File: config.mk
export PLATFORM = sky130hd
export DESIGN_NAME = alu_req_sched
export DESIGN_NICKNAME = d
export VERILOG_FILES = /design/src/rtl/alu_req_sched.sv
export SDC_FILE = /design/constraint.sdc
export NUM_CORES = 1
export LEC_CHECK = 0
export CORE_MARGIN = 1
export CORE_UTILIZATION = 48
export CTS_BUF_LIST = sky130_fd_sc_hd__clkbuf_8 sky130_fd_sc_hd__clkbuf_16
export DETAILED_ROUTE_END_ITERATION = 10
export PLACE_DENSITY = 0.78
export SKIP_CTS_REPAIR_TIMING = 1
export SLEW_MARGIN = 20
export SYNTH_ARGS = -nofsm -noshare
export SYNTH_HDL_FRONTEND = slang
export SYNTH_SLANG_ARGS = --single-unit
export TNS_END_PERCENT = 1
File: constraint.sdc
create_clock -name clk -period 2.8 [get_ports clk]
set_input_delay 0.7 -clock clk [delete_from_list [all_inputs] [get_ports clk]]
set_output_delay 0.7 -clock clk [all_outputs]
set_load 0.005 [all_outputs]
File: src/rtl/alu_req_sched.sv
// alu_req_sched: round-robin arbiter sharing one 8-bit ALU among NREQ requesters
module alu_req_sched #(
  parameter int NREQ = 4,
  parameter int IDW  = 3
) (
  input  logic              clk,
  input  logic              rst_n,
  input  logic [NREQ-1:0]   req_valid_i,
  input  logic [6*NREQ-1:0] req_func_i,
  input  logic [8*NREQ-1:0] req_a_i,
  input  logic [8*NREQ-1:0] req_b_i,
  output logic [NREQ-1:0]   req_ready_o,
  output logic [5:0]        alu_func_o,
  output logic [7:0]        alu_a_o,
  output logic [7:0]        alu_b_o,
  input  logic [7:0]        alu_res_i,
  output logic [NREQ-1:0]   rsp_valid_o,
  output logic [7:0]        rsp_res_o,
  output logic              rsp_err_o,
  output logic [IDW-1:0]    rsp_id_o,
  output logic              busy_o,
  output logic [15:0]       op_count_o
);
  typedef enum logic [1:0] {IDLE, EXEC, DONE} state_e;
  state_e          state_q, state_d;
  logic [IDW-1:0]  last_q, last_d, gnt_q, gnt_d, rsp_id_q, rsp_id_d, pick;
  logic [NREQ-1:0] req_ready_q, req_ready_d, rsp_valid_q, rsp_valid_d;
  logic [5:0]      alu_func_q, alu_func_d, sel_func;
  logic [7:0]      alu_a_q, alu_a_d, alu_b_q, alu_b_d, sel_a, sel_b, rsp_res_q, rsp_res_d;
  logic            rsp_err_q, rsp_err_d, found, bad;
  logic [15:0]     op_count_q, op_count_d;
  // first valid requester searching upward from last+1, wrapping
  always_comb begin
    found    = 1'b0;
    pick     = '0;
    sel_func = '0;
    sel_a    = '0;
    sel_b    = '0;
    for (int k = 1; k <= NREQ; k++)
      for (int i = 0; i < NREQ; i++)
        if (!found && req_valid_i[i] && i == (int'(last_q) + k) % NREQ) begin
          found    = 1'b1;
          pick     = IDW'(i);
          sel_func = req_func_i[6*i +: 6];
          sel_a    = req_a_i[8*i +: 8];
          sel_b    = req_b_i[8*i +: 8];
        end
  end
  assign bad = !(alu_func_q inside {6'b100000, 6'b100010, 6'b100100, 6'b100101, 6'b101010});
  always_comb begin
    state_d     = state_q;
    last_d      = last_q;
    gnt_d       = gnt_q;
    alu_func_d  = alu_func_q;
    alu_a_d     = alu_a_q;
    alu_b_d     = alu_b_q;
    req_ready_d = '0;
    rsp_valid_d = '0;
    rsp_res_d   = rsp_res_q;
    rsp_err_d   = rsp_err_q;
    rsp_id_d    = rsp_id_q;
    op_count_d  = op_count_q;
    case (state_q)
      IDLE: if (found) begin
        state_d     = EXEC;
        last_d      = pick;
        gnt_d       = pick;
        alu_func_d  = sel_func;
        alu_a_d     = sel_a;
        alu_b_d     = sel_b;
        req_ready_d = NREQ'(1) << pick;
      end
      EXEC: begin
        state_d     = DONE;
        rsp_err_d   = bad;
        rsp_res_d   = bad ? 8'h00 : alu_res_i;
        rsp_valid_d = NREQ'(1) << gnt_q;
        rsp_id_d    = gnt_q;
      end
      DONE: begin
        state_d    = IDLE;
        op_count_d = op_count_q + 16'(op_count_q != 16'hFFFF);
      end
      default: state_d = IDLE;
    endcase
  end
  always_ff @(posedge clk or negedge rst_n) begin
    if (!rst_n) begin
      state_q     <= IDLE;
      last_q      <= IDW'(NREQ - 1);
      gnt_q       <= '0;
      alu_func_q  <= '0;
      alu_a_q     <= '0;
      alu_b_q     <= '0;
      req_ready_q <= '0;
      rsp_valid_q <= '0;
      rsp_res_q   <= '0;
      rsp_err_q   <= 1'b0;
      rsp_id_q    <= '0;
      op_count_q  <= '0;
    end else begin
      state_q     <= state_d;
      last_q      <= last_d;
      gnt_q       <= gnt_d;
      alu_func_q  <= alu_func_d;
      alu_a_q     <= alu_a_d;
      alu_b_q     <= alu_b_d;
      req_ready_q <= req_ready_d;
      rsp_valid_q <= rsp_valid_d;
      rsp_res_q   <= rsp_res_d;
      rsp_err_q   <= rsp_err_d;
      rsp_id_q    <= rsp_id_d;
      op_count_q  <= op_count_d;
    end
  end
  assign req_ready_o = req_ready_q;
  assign alu_func_o  = alu_func_q;
  assign alu_a_o     = alu_a_q;
  assign alu_b_o     = alu_b_q;
  assign rsp_valid_o = rsp_valid_q;
  assign rsp_res_o   = rsp_res_q;
  assign rsp_err_o   = rsp_err_q;
  assign rsp_id_o    = rsp_id_q;
  assign busy_o      = state_q != IDLE;
  assign op_count_o  = op_count_q;
endmodule

After elaboration in Yosys (flattened, before gate mapping)
Index checks and enable logic that the tools add are counted.
{"block": "totals", "out_inout_bits": 59, "ff_bits": 65, "latch_bits": 0, "n_memories": 0, "mem_bits_rw": 0, "mem_bits_ro": 0}
{"block": "op_classes", "order_cmp": 0, "n_mul": 0, "n_addsub": 5, "muxes": 85, "n_reduce_logical": 59, "div_mod_pow": 0, "n_eq_ne": 21, "shift": 2, "bitwise": 4}
{"cell": "$mux 8", "count": 33}
{"cell": "$logic_not 32->1", "count": 4}
{"cell": "$mux 6", "count": 16}
{"cell": "$mux 3", "count": 14}
{"cell": "$logic_and 1x1->1", "count": 31}
{"cell": "$eq 6x6->1 const B", "count": 5}
{"cell": "$eq 3x3->1 const A", "count": 8}
{"cell": "$mux 1", "count": 17}
{"cell": "$add 16x1->16", "count": 1}
{"cell": "$logic_not 1->1", "count": 16}
{"cell": "$ne 16x16->1 const B", "count": 1}
{"cell": "$eq 2x3->1 const A", "count": 4}
{"cell": "$mux 4", "count": 3}
{"cell": "$reduce_or 2->1", "count": 4}
{"cell": "$shl 1x3->4 const A", "count": 2}
{"cell": "$reduce_bool 5->1", "count": 1}
{"cell": "$add 2x1->2 const B", "count": 2}
{"cell": "$add 2x2->2 const B", "count": 2}
{"cell": "$and 1x1->1 const A", "count": 4}
{"cell": "$pmux 2 s2", "count": 1}
{"cell": "$eq 2x1->1 const B", "count": 1}
{"cell": "$eq 2x2->1 const B", "count": 1}
{"cell": "$logic_not 2->1", "count": 1}
{"cell": "$mux 2", "count": 1}
{"cell": "other kinds (3)", "count": 3}

Logic depth before layout (Yosys ltp)
{"block": "logic_depth", "ltp_word": 69, "ltp_mapped": 11, "mapped_depth_nobuf": 11}

Worst setup path before layout
OpenSTA, ideal clock, no wires.
{"block": "synth_timing", "path_kind": "in2reg", "from": "input req_valid_i[3]", "to": "register alu_func_q[4], in the netlist alu_func_o[4]", "n_path_buf": 2, "t_arrival_ns": 2.162, "stages": 7, "path_slack_ns": 0.506, "t_required_ns": 2.669, "cell_sequence": "buf_6 or4b_4 or3_4 buf_6 o221a_1 o21ai_1 o21ai_1"}
{"block": "synth_between", "elab_chain_cells": 52, "word_cells_on_any_way": 65}
{"item": "from (decl)", "line_no": "8", "source": "input logic [NREQ-1:0] req_valid_i,"}
{"item": "$logic_and 1x1->1 (2 in a row)", "line_no": "41", "source": "if (!found && req_valid_i[i] && i == (int'(last_q) + k) % NREQ) begin"}
{"item": "$mux 1", "line_no": "41"}
{"item": "$logic_not 1->1", "line_no": "41"}
{"item": "$logic_and 1x1->1 (2 in a row)", "line_no": "41"}
{"item": "$mux 1", "line_no": "41"}
{"item": "$logic_not 1->1", "line_no": "41"}
{"item": "$logic_and 1x1->1 (2 in a row)", "line_no": "41"}
{"item": "$mux 1", "line_no": "41"}
{"item": "(+31 left out)"}
{"item": "$mux 1", "line_no": "41"}
{"item": "$logic_not 1->1", "line_no": "41"}
{"item": "$logic_and 1x1->1 (2 in a row)", "line_no": "41"}
{"item": "$mux 1", "line_no": "41"}
{"item": "$logic_not 1->1", "line_no": "41"}
{"item": "$logic_and 1x1->1 (2 in a row)", "line_no": "41"}
{"item": "$mux 1", "line_no": "41"}
{"item": "$reduce_and 2->1 (no line)"}
{"item": "to (signal assigned)", "line_no": "105", "source": "alu_func_q <= alu_func_d;"}
{"item": "to (decl)", "line_no": "28", "source": "logic [5:0] alu_func_q, alu_func_d, sel_func;"}
Parallel ways exist; a longest one is shown, timed or not.
A chain may end at the register's enable or synchronous reset.

Final worst setup path
{"block": "layout_timing", "from": "input req_valid_i[1]", "to": "register alu_func_q[1], in the netlist alu_func_o[1]"}
{"block": "layout_between", "elab_chain_cells": 60, "word_cells_on_any_way": 75}
{"item": "$logic_and 1x1->1 (2 in a row)", "line_no": "41"}
{"item": "$mux 1", "line_no": "41"}
{"item": "$logic_not 1->1", "line_no": "41"}
{"item": "$logic_and 1x1->1 (2 in a row)", "line_no": "41"}
{"item": "$mux 1", "line_no": "41"}
{"item": "$logic_not 1->1", "line_no": "41"}
{"item": "$logic_and 1x1->1 (2 in a row)", "line_no": "41"}
{"item": "$mux 1", "line_no": "41"}
{"item": "(+39 left out)"}
{"item": "$mux 1", "line_no": "41"}
{"item": "$logic_not 1->1", "line_no": "41"}
{"item": "$logic_and 1x1->1 (2 in a row)", "line_no": "41"}
{"item": "$mux 1", "line_no": "41"}
{"item": "$logic_not 1->1", "line_no": "41"}
{"item": "$logic_and 1x1->1 (2 in a row)", "line_no": "41"}
{"item": "$mux 1", "line_no": "41"}
{"item": "$reduce_and 2->1 (no line)"}
Parallel ways exist; a longest one is shown, timed or not.

==> results_dict.tcl <==
set metrics [dict create \
    clock-sinks 63 \
    clock_skew_ns 0.0196 \
    synth.net_count 745 \
    start_kind "input pin" \
    io_buffers 159 \
    cellPowerDensity_nw_per_um2 784 \
    drt_iter0_markers 1035 \
    clock_latency_ns 0.36 \
    crit_type "input pin to flop" \
    async_flop_share_pct 100 \
    rows 37 \
    num_vias 6908 \
    first_global_vias 6716 \
    total_power_mw 6.11 \
    ys.flop_type "dfrtp_1" \
    track_usage_pct 40.7 \
    dr.pass1.iters 6 \
    slew_violations 0 \
    vdd_drop_max_mv 0.409 \
    tightest_slew_ns 0.849 \
    grt_setup_unrepaired "no" \
    postRouteAntennaNets 0 \
    syn_to_final_growth_pct 47.3 \
    grt_max_degree 64 \
    synth_warnings 0 \
    wirelength_um 23100 \
    grt_pass1_wl_um 35800 \
    path_max_fanout 10 \
    drive_gt1_share_pct 18.0 \
    yosysTopAreaCellShare_pct 28.9 \
    die_area_sq_um 11400 \
    setup_viol 0 \
    io_pins 161 \
    via_per_inst 6.93 \
    slew_headroom_pct 43.1 \
    cap_violations 0 \
    diodes 0 \
    fin_util_pct 74.1 \
    pre_cts_ws_ns -0.271 \
    start_util_pct 50.3 \
    cts_tree "done" \
    drc 0 \
    core_area_sq_um 10500 \
    detail_route.wl_per_cell_um 23.1 \
    die_y_um 107 \
    final_common_cell "clkdlybuf4s50_1" \
    crit_path_end_kind "flop" \
    grt.overflow.total 0 \
    cp_common_cell "buf_4" \
    hold_violations 0 \
    antenna_found_initial 0 \
    ys_seq_area_share_pct 29.9 \
    final_cell_mix "158 x clkdlybuf4s50_1, 90 x buf_4, 67 x nand2_1, 61 x dfrtp_1, 47 x o21ai_0" \
    status "finished clean" \
    cts.htree.levels 3 \
    cts_buffer_depth 2 \
    cp_slowest_cell "clkdlybuf4s50_1" \
    clkTransAtPathRegs_ns 0.08 \
    hp-class "input pin to async pin" \
    ys_seq_elements 63 \
    fin_nets 960 \
    synth_edf_count 0 \
    post-route-min-period_ns 2.74 \
    syn_area_per_cell_sq_um 8.25 \
    fmax_mhz 365 \
    cp.required_ns 3.06 \
    whs_ns 0.350 \
    syn_area_sq_um 5290 \
    p_leak_nw 3.19 \
    finalCritPeriodShare_pct 97.7 \
    syn_inst 641 \
    arrival_ns 2.99 \
    setup_ws_ns 0.0636 \
    yosys-top-cells-area "dfrtp_1 29%, nand2_1 4.8%, o21ai_0 4.4%" \
    cts_root_buffer "clkbuf_8" \
    die_width_um 107 \
    cts_buffers 9 \
    cp_cell_sequence "clkdlybuf4s50_1, nor4bb_1, buf_4, o21ai_0, buf_4, o221ai_1, a21o_1, a32oi_1" \
    hpwl_um 17500 \
    tns_ns 0 \
    yosysTopAreaCell "dfrtp_1" \
    synth_cell_types 78 \
    finalWeightedCongestion 1.01 \
    cpPeakStageDelay_ns 0.65 \
]
==> metrics by stage <==
| stage | std cells | area [sq um] |
|---|---|---|
| global placement | 981 | 7610 |
| floorplan | 641 | 5290 |
| detailed placement | 981 | 7610 |
| CTS | 997 | 7780 |
| global route | 997 | 7790 |
| finish | 997 | 7790 |
==> layer usage <==
metal,vias to the layer above,routed length (um),GRT usage (%)
li1,2943,-,-
met1,3223,8540,50.2
met2,620,10500,65.5
met3,122,2840,10.3
met4,0,1140,21.1
met5,-,0,0
==> power by group <==
group          leakage, nW  switching, mW  total [mW]  internal [mW]
Combinational         2.30           1.82        3.77           1.96
Sequential           0.801          0.353        1.60           1.25
Clock               0.0894          0.408       0.730          0.322
Total                 3.19           2.58        6.11           3.53
==> worst paths after layout <==
kind | from | end | cells past startpoint | slack, ns
max | req_valid_i[1] | alu_func_o[1]$_DFFE_PN0P_ | 8 | 0.06
min | rst_n | gnt_q[0]$_DFFE_PN0P_ | 2 | 0.35
max reg2reg | last_q[1]$_DFFE_PN1P_ | alu_func_o[1]$_DFFE_PN0P_ | 6 | 0.28
min reg2reg | rsp_id_o[1]$_DFFE_PN0P_ | rsp_id_o[1]$_DFFE_PN0P_ | 2 | 0.49
max in group asynchronous | rst_n | last_q[1]$_DFFE_PN1P_ | 2 | 2.14
min in group clk | rsp_id_o[1]$_DFFE_PN0P_ | rsp_id_o[1]$_DFFE_PN0P_ | 2 | 0.49
==> kinds of logic (layout without fill, tap and decap cells) <==
logic type / Yosys count / in the layout / share of synthesized area (%)
adders and majority gates: 2 / 2 / 0.473
muxes: 3 / 3 / 0.615
AOI/OAI and AO/OA: 251 / 251 / 35.6
other: 1 / 1 / 0.0709
xor gates and xnor gates: 14 / 14 / 2.32
and+or+nand+nor: 239 / 239 / 24.6
DFF: 63 / 63 / 29.9
buffers and inverters: 68 / 288 / 6.46
==> flip-flops by register name (all words and copies together), names as in the netlist <==
register and cells:
alu_a_o 8, alu_b_o 8, alu_func_o 6, gnt_q 2
last_q 2, op_count_o 16, req_ready_o 4, rsp_err_o 1
rsp_id_o 2, rsp_res_o 8, rsp_valid_o 4, state_q 2
==> worst max-delay path: cells and delay by family <==
kind,cells,cell delay (ns)
simple gates,1,0.10
buf+inv,3,1.08
compound gates,4,1.12
==> cells in the mapped netlist (10+ instances only) <==
cell	instances
o221a_2	17
o21ai_0	47
clkbuf_1	14
buf_2	28
a222oi_1	10
o211ai_1	10
and2_1	13
nand3_1	37
o221ai_1	15
dfrtp_1	61
a221oi_1	19
nand2b_1	10
nor2_1	37
a31oi_1	12
a21oi_1	26
o22ai_1	10
a22oi_1	13
nand2_1	67
a21o_1	13
inv_1	13
==> cell type report <==
cell class              instances  area [sq um]
multi-input cells             510          3370
clock buffers                   9           124
fillers                       788          2720
repair buffers                258          2440
flip-flops and latches         63          1580
inverters                      14          52.6
clock inverters                 7          48.8
well taps                     136           170
(Power assumes the default switching activity.)
